==> src/rtl/sd_spi_block_engine.sv <==
// SD-card SPI transaction engine: init clocks, CRC7-framed commands with R1/R3/R7
// polling, multi-block read and write streams with token, response and busy handling.
module sd_spi_block_engine #(
    parameter int unsigned BLOCK_BYTES  = 512,
    parameter int unsigned INIT_BYTES   = 10,
    parameter int unsigned CMD_TIMEOUT  = 65535,
    parameter int unsigned BUSY_TIMEOUT = 65535,
    parameter int unsigned CRC7_EN      = 1
) (
    input  logic        sys_clk,
    input  logic        rst,
    input  logic [15:0] spi_clk_div,
    input  logic        cmd_req,
    input  logic [47:0] cmd,
    input  logic [7:0]  cmd_r1,
    input  logic [15:0] cmd_data_len,
    output logic        cmd_req_ack,
    output logic        cmd_req_error,
    input  logic [15:0] blk_count,
    input  logic        rd_req,
    output logic        rd_valid,
    output logic [7:0]  rd_data,
    output logic        rd_ack,
    input  logic        wr_req,
    input  logic        wr_multi,
    output logic        wr_data_rd,
    input  logic [7:0]  wr_data,
    output logic        wr_ack,
    output logic        xfer_error,
    output logic        nCS_ctrl,
    output logic [15:0] clk_div,
    output logic        spi_wr_req,
    output logic [7:0]  spi_data_in,
    input  logic        spi_wr_ack,
    input  logic [7:0]  spi_data_out
);

    localparam int unsigned CNT_W = 16;
    localparam logic [CNT_W-1:0] INIT_LAST = CNT_W'(INIT_BYTES - 1);
    localparam logic [CNT_W-1:0] CMD_LAST  = CNT_W'(CMD_TIMEOUT - 1);
    localparam logic [CNT_W-1:0] BUSY_LAST = CNT_W'(BUSY_TIMEOUT - 1);
    localparam logic [CNT_W-1:0] BLK_LAST  = CNT_W'(BLOCK_BYTES - 1);

    typedef enum logic [4:0] {
        S_IDLE, S_INIT, S_WAIT, S_CMD_PRE, S_CMD, S_CMD_POLL, S_CMD_DATA,
        S_RD_TOKEN, S_RD_DATA, S_RD_CRC,
        S_WR_TOKEN, S_WR_FETCH, S_WR_DATA, S_WR_CRC, S_WR_RESP, S_WR_BUSY, S_WR_STOP
    } state_t;

    state_t           state_q, state_d;
    logic [CNT_W-1:0] cnt_q, cnt_d;
    logic [CNT_W-1:0] blk_q, blk_d;
    logic             multi_q, multi_d;
    logic             cs_q, cs_d;
    logic             req_q, req_d;
    logic [7:0]       tx_q, tx_d;
    logic [15:0]      clk_div_q, clk_div_d;
    logic             cmd_ack_q, cmd_ack_d;
    logic             cmd_err_q, cmd_err_d;
    logic             rd_valid_q, rd_valid_d;
    logic [7:0]       rd_data_q, rd_data_d;
    logic             rd_ack_q, rd_ack_d;
    logic             wr_ack_q, wr_ack_d;
    logic             wr_rd_q, wr_rd_d;
    logic             xfer_err_q, xfer_err_d;

    logic             done_c;
    logic             send_c;
    logic [7:0]       send_byte_c;
    logic [39:0]      frame_c;
    logic [7:0]       crc_byte_c;
    logic [7:0]       frame_byte_c;
    logic [CNT_W-1:0] blk_init_c;

    // CRC7 (x^7 + x^3 + 1), MSB first, zero init
    function automatic logic [6:0] crc7(input logic [39:0] d);
        logic [6:0] c;
        logic       fb;
        c = 7'd0;
        for (int i = 39; i >= 0; i--) begin
            fb = d[i] ^ c[6];
            c  = {c[5:0], 1'b0} ^ (fb ? 7'h09 : 7'h00);
        end
        return c;
    endfunction

    assign done_c     = req_q & spi_wr_ack;
    assign frame_c    = {cmd[47:40] | 8'h40, cmd[39:8]};
    assign crc_byte_c = (CRC7_EN != 0) ? {crc7(frame_c), 1'b1} : cmd[7:0];
    assign blk_init_c = (blk_count == '0) ? CNT_W'(1) : blk_count;

    always_comb begin
        case (cnt_q[2:0])
            3'd0:    frame_byte_c = frame_c[39:32];
            3'd1:    frame_byte_c = frame_c[31:24];
            3'd2:    frame_byte_c = frame_c[23:16];
            3'd3:    frame_byte_c = frame_c[15:8];
            3'd4:    frame_byte_c = frame_c[7:0];
            default: frame_byte_c = crc_byte_c;
        endcase
    end

    // Next-state: each byte state requests one SPI byte while req is low and acts on its ack
    always_comb begin
        state_d     = state_q;
        cnt_d       = cnt_q;
        blk_d       = blk_q;
        multi_d     = multi_q;
        cs_d        = cs_q;
        req_d       = req_q;
        tx_d        = tx_q;
        clk_div_d   = clk_div_q;
        cmd_err_d   = cmd_err_q;
        xfer_err_d  = xfer_err_q;
        rd_data_d   = rd_data_q;
        cmd_ack_d   = 1'b0;
        rd_ack_d    = 1'b0;
        wr_ack_d    = 1'b0;
        rd_valid_d  = 1'b0;
        wr_rd_d     = 1'b0;
        send_c      = 1'b0;
        send_byte_c = 8'hFF;

        if (done_c) req_d = 1'b0;

        case (state_q)
            S_IDLE: begin
                clk_div_d = spi_clk_div;
                cs_d      = 1'b1;
                cnt_d     = '0;
                state_d   = S_INIT;
            end
            S_INIT: begin
                send_c = 1'b1;
                if (done_c) begin
                    if (cnt_q == INIT_LAST) begin
                        cnt_d   = '0;
                        state_d = S_WAIT;
                    end else cnt_d = cnt_q + CNT_W'(1);
                end
            end
            S_WAIT: begin
                clk_div_d = spi_clk_div;
                cnt_d     = '0;
                // ignore requests during the ack cycle; requesters drop on ack
                if (!(cmd_ack_q || rd_ack_q || wr_ack_q)) begin
                    if (cmd_req) begin
                        cmd_err_d = 1'b0;
                        state_d   = S_CMD_PRE;
                    end else if (rd_req) begin
                        xfer_err_d = 1'b0;
                        blk_d      = blk_init_c;
                        state_d    = S_RD_TOKEN;
                    end else if (wr_req) begin
                        xfer_err_d = 1'b0;
                        blk_d      = blk_init_c;
                        multi_d    = wr_multi;
                        state_d    = S_WR_TOKEN;
                    end
                end
            end
            S_CMD_PRE: begin
                cs_d   = 1'b1;
                send_c = 1'b1;
                if (done_c) state_d = S_CMD;
            end
            S_CMD: begin
                cs_d        = 1'b0;
                send_c      = 1'b1;
                send_byte_c = frame_byte_c;
                if (done_c) begin
                    if (cnt_q == CNT_W'(5)) begin
                        cnt_d   = '0;
                        state_d = S_CMD_POLL;
                    end else cnt_d = cnt_q + CNT_W'(1);
                end
            end
            S_CMD_POLL: begin
                send_c = 1'b1;
                if (done_c) begin
                    if (spi_data_out == cmd_r1) begin
                        cnt_d = '0;
                        if (cmd_data_len != '0) state_d = S_CMD_DATA;
                        else begin
                            cmd_ack_d = 1'b1;
                            state_d   = S_WAIT;
                        end
                    end else if (!spi_data_out[7] || cnt_q == CMD_LAST) begin
                        cmd_err_d = 1'b1;
                        cmd_ack_d = 1'b1;
                        state_d   = S_WAIT;
                    end else cnt_d = cnt_q + CNT_W'(1);
                end
            end
            S_CMD_DATA: begin
                send_c = 1'b1;
                if (done_c) begin
                    if (cnt_q == cmd_data_len - 16'd1) begin
                        cmd_ack_d = 1'b1;
                        state_d   = S_WAIT;
                    end else cnt_d = cnt_q + CNT_W'(1);
                end
            end
            S_RD_TOKEN: begin
                send_c = 1'b1;
                if (done_c) begin
                    if (spi_data_out == 8'hFE) begin
                        cnt_d   = '0;
                        state_d = S_RD_DATA;
                    end else if (spi_data_out[7:4] == 4'h0 || cnt_q == CMD_LAST) begin
                        xfer_err_d = 1'b1;
                        rd_ack_d   = 1'b1;
                        state_d    = S_WAIT;
                    end else cnt_d = cnt_q + CNT_W'(1);
                end
            end
            S_RD_DATA: begin
                send_c = 1'b1;
                if (done_c) begin
                    rd_valid_d = 1'b1;
                    rd_data_d  = spi_data_out;
                    if (cnt_q == BLK_LAST) begin
                        cnt_d   = '0;
                        state_d = S_RD_CRC;
                    end else cnt_d = cnt_q + CNT_W'(1);
                end
            end
            S_RD_CRC: begin
                send_c = 1'b1;
                if (done_c) begin
                    if (cnt_q == CNT_W'(1)) begin
                        cnt_d = '0;
                        if (blk_q == CNT_W'(1)) begin
                            rd_ack_d = 1'b1;
                            state_d  = S_WAIT;
                        end else begin
                            blk_d   = blk_q - CNT_W'(1);
                            state_d = S_RD_TOKEN;
                        end
                    end else cnt_d = cnt_q + CNT_W'(1);
                end
            end
            S_WR_TOKEN: begin
                send_c      = 1'b1;
                send_byte_c = multi_q ? 8'hFC : 8'hFE;
                if (done_c) begin
                    cnt_d   = '0;
                    wr_rd_d = 1'b1;
                    state_d = S_WR_FETCH;
                end
            end
            S_WR_FETCH: state_d = S_WR_DATA;
            S_WR_DATA: begin
                send_c      = 1'b1;
                send_byte_c = wr_data;
                if (done_c) begin
                    if (cnt_q == BLK_LAST) begin
                        cnt_d   = '0;
                        state_d = S_WR_CRC;
                    end else begin
                        cnt_d   = cnt_q + CNT_W'(1);
                        wr_rd_d = 1'b1;
                        state_d = S_WR_FETCH;
                    end
                end
            end
            S_WR_CRC: begin
                send_c = 1'b1;
                if (done_c) begin
                    if (cnt_q == CNT_W'(1)) begin
                        cnt_d   = '0;
                        state_d = S_WR_RESP;
                    end else cnt_d = cnt_q + CNT_W'(1);
                end
            end
            S_WR_RESP: begin
                send_c = 1'b1;
                if (done_c) begin
                    if (!spi_data_out[4] && spi_data_out[4:0] == 5'h05) begin
                        cnt_d   = '0;
                        state_d = S_WR_BUSY;
                    end else if (!spi_data_out[4] || cnt_q == CMD_LAST) begin
                        xfer_err_d = 1'b1;
                        wr_ack_d   = 1'b1;
                        state_d    = S_WAIT;
                    end else cnt_d = cnt_q + CNT_W'(1);
                end
            end
            // blk_q == 0 marks the busy poll that follows the stop token
            S_WR_BUSY: begin
                send_c = 1'b1;
                if (done_c) begin
                    if (spi_data_out == 8'hFF) begin
                        cnt_d = '0;
                        if (blk_q == '0 || (blk_q == CNT_W'(1) && !multi_q)) begin
                            wr_ack_d = 1'b1;
                            state_d  = S_WAIT;
                        end else if (blk_q == CNT_W'(1)) begin
                            blk_d   = '0;
                            state_d = S_WR_STOP;
                        end else begin
                            blk_d   = blk_q - CNT_W'(1);
                            state_d = S_WR_TOKEN;
                        end
                    end else if (cnt_q == BUSY_LAST) begin
                        xfer_err_d = 1'b1;
                        wr_ack_d   = 1'b1;
                        state_d    = S_WAIT;
                    end else cnt_d = cnt_q + CNT_W'(1);
                end
            end
            S_WR_STOP: begin
                send_c      = 1'b1;
                send_byte_c = (cnt_q == '0) ? 8'hFD : 8'hFF;
                if (done_c) begin
                    if (cnt_q == CNT_W'(1)) begin
                        cnt_d   = '0;
                        state_d = S_WR_BUSY;
                    end else cnt_d = cnt_q + CNT_W'(1);
                end
            end
            default: state_d = S_IDLE;
        endcase

        if (send_c && !req_q) begin
            req_d = 1'b1;
            tx_d  = send_byte_c;
        end
    end

    always_ff @(posedge sys_clk or posedge rst) begin
        if (rst) begin
            state_q    <= S_IDLE;
            cnt_q      <= '0;
            blk_q      <= '0;
            multi_q    <= 1'b0;
            cs_q       <= 1'b1;
            req_q      <= 1'b0;
            tx_q       <= 8'hFF;
            clk_div_q  <= '0;
            cmd_ack_q  <= 1'b0;
            cmd_err_q  <= 1'b0;
            rd_valid_q <= 1'b0;
            rd_data_q  <= '0;
            rd_ack_q   <= 1'b0;
            wr_ack_q   <= 1'b0;
            wr_rd_q    <= 1'b0;
            xfer_err_q <= 1'b0;
        end else begin
            state_q    <= state_d;
            cnt_q      <= cnt_d;
            blk_q      <= blk_d;
            multi_q    <= multi_d;
            cs_q       <= cs_d;
            req_q      <= req_d;
            tx_q       <= tx_d;
            clk_div_q  <= clk_div_d;
            cmd_ack_q  <= cmd_ack_d;
            cmd_err_q  <= cmd_err_d;
            rd_valid_q <= rd_valid_d;
            rd_data_q  <= rd_data_d;
            rd_ack_q   <= rd_ack_d;
            wr_ack_q   <= wr_ack_d;
            wr_rd_q    <= wr_rd_d;
            xfer_err_q <= xfer_err_d;
        end
    end

    assign nCS_ctrl      = cs_q;
    assign clk_div       = clk_div_q;
    assign spi_wr_req    = req_q;
    assign spi_data_in   = tx_q;
    assign cmd_req_ack   = cmd_ack_q;
    assign cmd_req_error = cmd_err_q;
    assign rd_valid      = rd_valid_q;
    assign rd_data       = rd_data_q;
    assign rd_ack        = rd_ack_q;
    assign wr_ack        = wr_ack_q;
    assign wr_data_rd    = wr_rd_q;
    assign xfer_error    = xfer_err_q;

endmodule

==> config.mk <==
export PLATFORM = sky130hd
export DESIGN_NAME = sd_spi_block_engine
export DESIGN_NICKNAME = d
export VERILOG_FILES = /design/src/rtl/sd_spi_block_engine.sv
export SDC_FILE = /design/constraint.sdc
export NUM_CORES = 1
export LEC_CHECK = 0
export BUFFER_PORTS_ARGS = -buffer_cell sky130_fd_sc_hd__buf_2
export CORE_MARGIN = 4
export CORE_UTILIZATION = 49
export CTS_BUF_LIST = sky130_fd_sc_hd__clkbuf_16
export CTS_CLUSTER_SIZE = 20
export DETAILED_ROUTE_END_ITERATION = 8
export PLACE_DENSITY = 0.76
export REMOVE_ABC_BUFFERS = 1
export SLEW_MARGIN = 20
export SYNTH_ARGS = -nofsm -noshare
export SYNTH_HDL_FRONTEND = slang
export SYNTH_SLANG_ARGS = --single-unit
==> constraint.sdc <==
create_clock -name sys_clk -period 2.8 [get_ports sys_clk]
set_input_delay 0.56 -clock sys_clk [delete_from_list [all_inputs] [get_ports sys_clk]]
set_output_delay 0.56 -clock sys_clk [all_outputs]
set_load 0.01 [all_outputs]
==> results.tsv <==
metric	value	unit
I/O pins	168	
commonest cells in the netlist	nand2_1, dfrtp_1, nor2_1	
reg-to-reg critical path endpoint	state_q[2]$_DFFE_PP0P_	
CTS sink count	79	
Netlist cell types	74	
top-count cell post-synth	nand2_1	
H-tree lvl count	3	
fin crit period	2.796	ns
WL final	20620	um
hold buffer count at cts	0	
Critical-path top delay cell	or3b_2	
Syn Area/Cell	8.423	um^2
Req. time, crit path	3.03	ns
#FFs+latches synth	79	
Setup CP Type	in2reg	
PortBufs	158	
DRT iter0 DRCs	576	
Placed Instance Area	8464	um^2
leakage dissipation	4.225	nW
Yosys warnings	0	
final hold vios	0	
Vias/cell	5.869	
Buf/Inv on CP	3	
outcome	completed	
CP cell instances	buf_2 -> inv_1 -> ha_2 -> or3b_2 -> o21ai_2 -> a21oi_1 -> a311o_1 -> a2111oi_4 -> buf_4 -> o21ba_4 -> mux2_4	
ys async rst share	1.000	
DP Cell Count	1208	
Starting Density	0.5006	
largest net degree at the start of global routing	33	
WL/cell	16.82	um
Psw	0.003351	W
Total Nets Final	1180	
final core utilization	0.6792	
worst hold slack	0.1350	ns
Setup-failing EPs final	0	
synth top area cells	dfrtp_1, xnor2_1, xnor3_1, o21ai_0, nand2_1	
switching portion of total power	0.4114	
DRT antenna net count	0	
cell taking the most area after synthesis	dfrtp_1	
post-synthesis cell count	787	
RSZ-0062 raised after global routing	true	
TritonCTS Buffers	9	
Worst Clk Skew	0.007251	ns
total number of vias	7195	
layout filler cell count	1112	
Total Power	0.008144	W
Final Slew Violations	0	
area delta synth->final	35.69	%
drt first pass iters	6	
FF-to-FF path depth	8	
first-pass GRT wire length	33640	um
combinational power share	0.641	
Synth top area share	0.2643	
crit path launch type	primary input	
reg-to-reg setup timing slack	0.11	ns
CP delay by family, top	compound AO/OA/AOI/OAI gates	
Max Fanout on Critical Path	5	
Remaining DRCs	0	
Int Power	0.004793	W
Critical R2R Launch	cnt_q[10]$_DFFE_PP0P_	
CTS clk-pin slew, worst paths	0.06	ns
antenna violations before repair	0	
CTS tree	yes	
Post-Layout Inst Area	8995	um^2
EDFF count, synth	0	
layout cell share with drive strength beyond 1	0.3676	
worst vdd ir	589.1	uV
Fmax	357.7	MHz
clk root buf	clkbuf_16	
max-cap viol count	0	
clk_lat worst skew	0.34	ns
die area	15450	um^2
dpl hpwl	15980	um
class of the worst hold path	in2async	
most used flip-flop cell after synthesis	dfrtp_1	
vias in the first global route	6869	
Worst setup EP type	register	
Mapped Area	6629	um^2
clk buf depth	2	
Die W	124.3	um
post-route insts no fill	1226	
Inserted Diodes	0	
Die H	124.3	um
# rows	42	
Clock power frac	0.135	
GPL Wtd Cong	0.9556	
Seq/Total Area, Yosys	0.2999	
GRT Total Usage	0.2581	
Slew @ Worst Pin	0.6376	ns
CP peak stage delay	0.48	ns
max_slew headroom	0.5710	
crit path DAT	3.02	ns
core area	13240	um^2
period utilization	0.9985	
Power Density	905.4	nW/um^2
Sequential Power Share	0.224	
grt total ovfl	0	
[layout make-up]
type	count	area (um^2)	share of cell area
multi-input combinational	645	4598	0.5112
sequential	79	1988	0.2210
timing repair buffer	285	1812	0.2014
clock buffer	9	225.2	0.02504
tap	176	220.2	0.02448
inverter	25	95.09	0.01057
clock inverter	7	56.30	0.006260
[flip-flops by register name, indices dropped and copies added, names as in the netlist, 5 cells and up]
name / cells
rd_data: 8
state_q: 5
blk_q: 16
cnt_q: 16
clk_div: 16
spi_data_in: 8
[per-stage QoR]
step | setup TNS, ns | setup slack, ns
2_1_floorplan | -20.22 | -0.8774
3_3_place_gp | -7.619 | -0.3860
3_5_place_dp | -8.752 | -0.4657
4_1_cts | 0 | 0.002012
5_1_grt | -0.6518 | -0.1133
6_report | 0 | 0.004326
[worst max path at each step]
stage | end | from | cells after the start
floorplan | blk_q[9]$_DFFE_PP0P_ | state_q[1]$_DFFE_PP0P_ | 8
global placement | state_q[0]$_DFFE_PP0P_ | cmd_data_len[2] | 9
detailed placement | state_q[2]$_DFFE_PP0P_ | cmd_data_len[0] | 11
CTS | spi_data_in[4]$_DFFE_PP1P_ | cmd[43] | 9
global route | state_q[0]$_DFFE_PP0P_ | cmd_data_len[10] | 9
finish | state_q[2]$_DFFE_PP0P_ | cmd_data_len[0] | 11
[power groups by stage]
| stage | registers [W] | logic [W] | clock network (W) |
|---|---|---|---|
| floorplan | 0.00200 | 0.00287 | 0 |
| global placement | 0.00183 | 0.00484 | 0 |
| detailed placement | 0.00183 | 0.00494 | 0 |
| CTS | 0.00182 | 0.00497 | 0.00112 |
| global route | 0.00188 | 0.00565 | 0.00117 |
| finish | 0.00183 | 0.00522 | 0.00110 |
[routing by layer]
| metal | global-route usage | vias up | routed length (um) |
|---|---|---|---|
| met2 | 0.4125 | 306 | 9792 |
| met5 | 0 | - | 0 |
| met4 | 0.07479 | 0 | 435 |
| met1 | 0.3540 | 3435 | 8813 |
| li1 | - | 3415 | - |
| met3 | 0.05575 | 39 | 1581 |
[cells in the final DEF (no fill, tap or decap), types with 6 or more instances in the layout]
master       n
a222oi_1     8
nand3_1     18
clkbuf_16    9
inv_1       22
nor3_1      34
o31ai_1      7
xnor2_1     38
ha_1         7
o21ai_0     56
a31oi_1     10
dfrtp_1     70
dfstp_2      9
xor2_1      26
a21oi_1     40
xnor2_2      7
mux2i_1      7
mux2_2      17
a22oi_1      8
a22o_1      28
nand4_1      8
and3_1      11
xnor3_1     11
buf_4      121
nand2b_1    13
nor2_1      70
o21a_1       6
nor2b_1     10
or3_1       10
nand2_1     75
nor4_1      11
buf_2      155
buf_6        6
[kinds of logic after synthesis]
logic type                 share of synthesized area
AOI/OAI and AO/OA                             0.2150
xor gates and xnor gates                      0.1478
adders and majority gates                    0.01510
buffers and inverters                        0.03982
DFF                                           0.2999
muxes                                        0.04454
and+or+nand+nor                               0.2378
[what timing repair did]
| action | in CTS | in global routing |
|---|---|---|
| cloned | 0 | 1 |
| endpoints found under the setup margin | 7 | 42 |
| pin swaps | 0 | 12 |
| setup buffers | 0 | 1 |
| gates resized for setup | 5 | 41 |
(Power assumes the default switching activity.)
